**src/rtl/i_cache_if.sv**
```systemverilog
// Fetch-side and memory-side signal bundle for the direct-mapped instruction cache.
// The cache uses the slave modport; the CPU/memory environment uses master.
interface i_cache_if;
    logic [31:0]  PC;
    logic [31:0]  INSTRUCTION;
    logic         BUSYWAIT;
    logic         MEM_READ_EN;
    logic [27:0]  MEM_READ_ADDR;
    logic         MEM_BUSYWAIT;
    logic [127:0] MEM_READ_DATA;

    modport slave (
        input  PC,
        input  MEM_BUSYWAIT,
        input  MEM_READ_DATA,
        output INSTRUCTION,
        output BUSYWAIT,
        output MEM_READ_EN,
        output MEM_READ_ADDR
    );

    modport master (
        output PC,
        output MEM_BUSYWAIT,
        output MEM_READ_DATA,
        input  INSTRUCTION,
        input  BUSYWAIT,
        input  MEM_READ_EN,
        input  MEM_READ_ADDR
    );
endinterface

```
**src/rtl/i_cache.sv**
```systemverilog
// Direct-mapped instruction cache: zero-latency hits, one 128-bit block read per miss.
// The line fill always uses the captured miss address, never the live PC.
module i_cache #(
    parameter int unsigned INDEX_BITS = 3
) (
    input  logic     CLK,
    input  logic     RESET,
    i_cache_if.slave bus
);
    localparam int unsigned TAG_BITS  = 28 - INDEX_BITS;
    localparam int unsigned NUM_LINES = 1 << INDEX_BITS;

    typedef enum logic [1:0] {
        IDLE     = 2'd0,
        MEM_READ = 2'd1,
        UPDATE   = 2'd2
    } state_e;

    state_e                state_q, state_d;
    logic [NUM_LINES-1:0]  valid_q;
    logic [TAG_BITS-1:0]   tag_q  [NUM_LINES];
    logic [127:0]          data_q [NUM_LINES];
    logic [27:0]           miss_addr_q, miss_addr_d;
    logic [127:0]          fill_q, fill_d;
    logic                  line_we;

    logic [1:0]            pc_offset;
    logic [INDEX_BITS-1:0] pc_index, fill_index;
    logic [TAG_BITS-1:0]   pc_tag, fill_tag;
    logic                  hit;

    assign pc_offset  = bus.PC[3:2];
    assign pc_index   = bus.PC[4 +: INDEX_BITS];
    assign pc_tag     = bus.PC[31 -: TAG_BITS];
    assign fill_index = miss_addr_q[INDEX_BITS-1:0];
    assign fill_tag   = miss_addr_q[27 -: TAG_BITS];

    assign hit             = valid_q[pc_index] && (tag_q[pc_index] == pc_tag);
    assign bus.INSTRUCTION = data_q[pc_index][{pc_offset, 5'd0} +: 32];

    // Next-state and Moore outputs; BUSYWAIT is the only hit-dependent output
    always_comb begin
        state_d           = state_q;
        miss_addr_d       = miss_addr_q;
        fill_d            = fill_q;
        line_we           = 1'b0;
        bus.BUSYWAIT      = 1'b1;
        bus.MEM_READ_EN   = 1'b0;
        bus.MEM_READ_ADDR = 28'd0;
        unique case (state_q)
            IDLE: begin
                bus.BUSYWAIT = !hit;
                if (!hit) begin
                    miss_addr_d = bus.PC[31:4];
                    state_d     = MEM_READ;
                end
            end
            MEM_READ: begin
                bus.MEM_READ_EN   = 1'b1;
                bus.MEM_READ_ADDR = miss_addr_q;
                if (!bus.MEM_BUSYWAIT) begin
                    fill_d  = bus.MEM_READ_DATA;
                    state_d = UPDATE;
                end
            end
            UPDATE: begin
                line_we = 1'b1;
                state_d = IDLE;
            end
            default: state_d = IDLE;
        endcase
    end

    always_ff @(posedge CLK or negedge RESET) begin
        if (!RESET) begin
            state_q     <= IDLE;
            miss_addr_q <= 28'd0;
            fill_q      <= 128'd0;
        end else begin
            state_q     <= state_d;
            miss_addr_q <= miss_addr_d;
            fill_q      <= fill_d;
        end
    end

    // Line storage; cleared on reset so INSTRUCTION reads zero before any fill
    always_ff @(posedge CLK or negedge RESET) begin
        if (!RESET) begin
            valid_q <= '0;
            for (int i = 0; i < int'(NUM_LINES); i++) begin
                tag_q[i]  <= '0;
                data_q[i] <= '0;
            end
        end else if (line_we) begin
            valid_q[fill_index] <= 1'b1;
            tag_q[fill_index]   <= fill_tag;
            data_q[fill_index]  <= fill_q;
        end
    end
endmodule

```
**src/flat_wrapper.sv**
```systemverilog
// flat-port wrapper written by rule: the top's interface ports become plain ports
module i_cache_flat 
#(
    parameter int unsigned INDEX_BITS = 3
)
  (CLK, RESET, bus_PC, bus_MEM_BUSYWAIT, bus_MEM_READ_DATA, bus_INSTRUCTION, bus_BUSYWAIT, bus_MEM_READ_EN, bus_MEM_READ_ADDR);
  i_cache_if bus_i ();
  input  logic CLK;
  input  logic RESET;
  input wire logic [$bits(bus_i.PC)-1:0] bus_PC;
  input wire logic [$bits(bus_i.MEM_BUSYWAIT)-1:0] bus_MEM_BUSYWAIT;
  input wire logic [$bits(bus_i.MEM_READ_DATA)-1:0] bus_MEM_READ_DATA;
  output wire logic [$bits(bus_i.INSTRUCTION)-1:0] bus_INSTRUCTION;
  output wire logic [$bits(bus_i.BUSYWAIT)-1:0] bus_BUSYWAIT;
  output wire logic [$bits(bus_i.MEM_READ_EN)-1:0] bus_MEM_READ_EN;
  output wire logic [$bits(bus_i.MEM_READ_ADDR)-1:0] bus_MEM_READ_ADDR;
  assign bus_i.PC = bus_PC;
  assign bus_i.MEM_BUSYWAIT = bus_MEM_BUSYWAIT;
  assign bus_i.MEM_READ_DATA = bus_MEM_READ_DATA;
  assign bus_INSTRUCTION = bus_i.INSTRUCTION;
  assign bus_BUSYWAIT = bus_i.BUSYWAIT;
  assign bus_MEM_READ_EN = bus_i.MEM_READ_EN;
  assign bus_MEM_READ_ADDR = bus_i.MEM_READ_ADDR;
  i_cache #(.INDEX_BITS(INDEX_BITS)) u_core (.CLK(CLK), .RESET(RESET), .bus(bus_i));
endmodule
```
**config.mk**
```make
export PLATFORM = sky130hd
export DESIGN_NAME = i_cache_flat
export DESIGN_NICKNAME = d
export VERILOG_FILES = /design/src/rtl/i_cache_if.sv /design/src/rtl/i_cache.sv /design/src/flat_wrapper.sv
export SDC_FILE = /design/constraint.sdc
export NUM_CORES = 2
export LEC_CHECK = 0
export CORE_ASPECT_RATIO = 0.6
export CORE_MARGIN = 1.5
export CORE_UTILIZATION = 30
export DETAILED_ROUTE_END_ITERATION = 8
export GPL_ROUTABILITY_DRIVEN = 0
export HOLD_SLACK_MARGIN = 0.05
export SLEW_MARGIN = 10
export SYNTH_ARGS = -nofsm -noshare
export SYNTH_HDL_FRONTEND = slang
export SYNTH_SLANG_ARGS = --single-unit
```
**constraint.sdc**
```tcl
create_clock -name CLK -period 7.1 [get_ports CLK]
set_input_delay 1.42 -clock CLK [delete_from_list [all_inputs] [get_ports CLK]]
set_output_delay 1.42 -clock CLK [all_outputs]
set_load 0.01 [all_outputs]
```
==> results by group <==
Outcome
  • Run status: completed

Yosys
  • Dominant cells by area after synthesis: sky130_fd_sc_hd__dfrtp_1 (57%), sky130_fd_sc_hd__mux2_2 (26%), sky130_fd_sc_hd__mux4_2 (13%)
  • Synthesized netlist net count: between 3000 and 4000
  • Area leader, netlist: sky130_fd_sc_hd__dfrtp_1
  • Async set-or-reset flop fraction in the synthesized netlist: 1.000
  • Number of flops mapped to enable cells by yosys: 0
  • Fraction of post-synthesis cell area in the top cell type by area: 0.5677
  • Synthesis Warnings: 0
  • Synthesized flop and latch total: between 1000 and 1500
  • Average cell area after synthesis: 17.03 um2
  • Primary FF master, synth: sky130_fd_sc_hd__dfrtp_1
  • Synthesized instance count: approximately 3600
  • Cell with the most instances after synthesis: sky130_fd_sc_hd__mux2_2
  • Sequential share of the synthesized area: 0.5677
  • Mapped Area: a little over 60000 um2
  • Synth top cells by count: sky130_fd_sc_hd__mux2_2 (1401), sky130_fd_sc_hd__dfrtp_1 (1390), sky130_fd_sc_hd__mux4_2 (364), sky130_fd_sc_hd__clkbuf_1 (178), sky130_fd_sc_hd__buf_1 (59)
  • Cell variety after synth: 40

GRT
  • Total routing usage reported by global routing: 0.1553
  • Final global-route overflow total: 0
  • Antenna violations before repair: 23
  • Number of global-route vias before repair: between 30000 and 40000
  • Global-route wire length before repair: 240.9 mm
  • Largest net degree at the start of global routing: 177

Drt
  • Vias: around 33000
  • Average wire length per cell after detail routing: around 24 um
  • Total wire length after detailed routing: around 160 mm
  • Number of nets with antenna violations after detailed routing: 0
  • Iteration count of the initial detailed-routing pass: 5
  • Remaining design rule violation count: 0
  • Avg Vias per Cell: about 4.9
  • Detailed router's first-iteration violation count: 1860

Setup path
  • Critical Path Source Type: input port
  • Data arrival time of the critical path: approximately 4700 ps
  • Worst-path cell chain: buf_8 -> buf_12 -> buf_12 -> mux4_2 -> mux4_2 -> mux2_2 -> clkdlybuf4s50_1
  • Setup crit end kind: output pin
  • Stage delay of the slowest cell on the critical path: approximately 730 ps
  • Largest fanout of any net on the critical path: 38
  • Crit path max-delay cell type: sky130_fd_sc_hd__mux4_2
  • Worst EP required: between 5000 and 6000 ps
  • Kind of critical path: input port to output pin

Layout
  • Number of filler cells placed in the layout: 19110
  • Nets: 3937
  • Proportion of layout cells with a drive suffix above 1: 0.5424
  • Utilization after layout: 0.3535
  • Layout area overhead: 17.05%

Power
  • Combinational fraction of design power: 0.234
  • Share of power burned in registers: 0.476
  • Net switching share of the total power: 0.2777
  • Power density of the placed cells: 380.5 nW/um2
  • Internal power: about 0.020 W
  • Leakage power figure: approximately 31 nW
  • Clock power share: 0.290
  • Switching power: between 0.007 and 0.008 W
  • Worst voltage drop across the vdd grid: between 0.15 and 0.2 mV

CTS
  • Root Buffer Master: sky130_fd_sc_hd__clkbuf_16
  • CTS Hold Buffers Added: 0
  • TritonCTS Buffers: 150
  • Number of levels the H-tree was split into: 4
  • CTS tree: done
  • Clock Sinks: around 1400
  • Latest clock arrival within the worst-skew pair: ~810 ps
  • Buffers inserted during post-CTS setup optimization: 0
  • Clock buffer depth: 4
  • Clock slew at the register clock pins of the worst setup and hold paths: about 60 ps
  • Cells resized by post-CTS repair: 0

Timing
  • Final sum of negative setup slack: 0 ps
  • Fmax: approximately 160 MHz
  • Worst clock skew: 78.22 ps
  • Relative slew slack: 0.2106
  • Total of endpoints with negative setup slack in the final report: 0
  • Count of endpoints failing hold in the final timing report: 0
  • Number of pins with negative max-slew slack in the final report: 0
  • Share of the clock period used by the worst path: 0.8609
  • Pin slew with the least headroom to its limit: roughly 1200 ps
  • Minimum clock period: between 6000 and 7000 ps
  • Setup repair after global routing missed its margin: false

Placed design
  • Count of buffers inserted at the top-level ports: between 200 and 250
  • Total half-perimeter wirelength after legalization and detailed placement: slightly above 90 mm

Job
  • Maxcap violations: 0

Floorplan
  • Effective utilization at floorplan: 0.3020
  • Full die area: between 200000 and 250000 um2
  • Cell row count: between 100 and 150
  • Placeable core region: 202900 um2
  • Die Span X: 586.5 um
  • Die Ht: 353.1 um
  • Total I/O pin count: around 230

Hold path
  • Worst hold path class: flip-flop to flip-flop
routing by layer:
metal / vias up / global-route usage / wire length, um
li1: 13850 / - / -
met1: 18080 / 0.2299 / 77170
met2: 540 / 0.2340 / 70980
met3: 221 / 0.03131 / 7364
met4: 10 / 0.03420 / 3289
met5: - / 0 / 53
layout make-up:
cell class                 count  area [um2]  area share
sequential                  1390       34780      0.4850
multi-input combinational   1935       25420      0.3544
clock buffer                 217        4398     0.06132
tap                         2730        3416     0.04762
timing repair buffer         293        3154     0.04398
clock inverter                40       516.7    0.007205
antenna                        7       17.52   0.0002442
inverter                       4       15.01   0.0002093
cell families after synthesis:
family,Yosys count,share of synthesized area
buffers and inverters,274,0.01811
DFF,1390,0.5677
xor gates and xnor gates,22,0.003145
muxes,1810,0.4002
and+or+nand+nor,87,0.008658
AOI/OAI and AO/OA,16,0.002185
final timing paths:
path | startpoint | endpoint | slack (ps) | depth (start not counted)
max in group asynchronous | RESET | u_core.data_q[509] | 4560 | 3
setup / recovery | bus_PC[4] | bus_INSTRUCTION[12] | 990 | 7
hold reg to reg | u_core.valid_q[5] | u_core.valid_q[5] | 460 | 1
setup reg to reg | u_core.tag_q[190] | u_core.miss_addr_q[6] | 3660 | 8
min in group asynchronous | RESET | u_core.tag_q[91] | 600 | 1
hold / removal | u_core.valid_q[5] | u_core.valid_q[5] | 460 | 1
worst max-delay path: cells and delay by family:
family	cells	cell delay (ps)
muxes	3	1710
buffers and inverters	4	1420
per-stage QoR:
step / instances / worst slack (ps) / hold WS [ps] / instance area (um2) / power [W]
2_1_floorplan: 3599 / 1679 / 428.7 / 61280 / 0.01707
3_3_place_gp: 6352 / 967.1 / 444.4 / 66790 / 0.01922
3_5_place_dp: 6352 / 981.6 / 449.8 / 66790 / 0.01954
4_1_cts: 6609 / 963.8 / 466.7 / 71710 / 0.02761
5_1_grt: 6610 / 862.3 / 470.3 / 71710 / 0.02881
6_report: 6616 / 988.0 / 464.1 / 71720 / 0.02729
sequential cells by signal (all words and copies together) (netlist names):
register and cells:
u_core.data_q 1024, u_core.tag_q 200, u_core.fill_q 128, u_core.miss_addr_q 28, u_core.valid_q 8, u_core.state_q 2
cells in the final DEF, fill, tap and decap left out, drive strengths merged, types with 11 or more instances in the layout:
cell / netlist / layout
and2: 28 / 28
buf: 92 / 76
clkbuf: 178 / 218
clkdlybuf4s50: 0 / 216
clkinv: 0 / 20
dfrtp: 1390 / 1390
inv: 4 / 11
mux2: 1421 / 1421
mux2i: 25 / 25
mux4: 364 / 364
nand2: 13 / 13
xor2: 19 / 19
power by group through the flow:
stage	clock network, W	registers (W)	logic (W)
after floorplan	0	0.0122	0.00488
after global placement	0	0.0130	0.00626
after detailed placement	0	0.0131	0.00645
after CTS	0.00817	0.0130	0.00647
after global routing	0.00852	0.0134	0.00685
final	0.00792	0.0130	0.00638
Power figures use the tool's default switching activity.
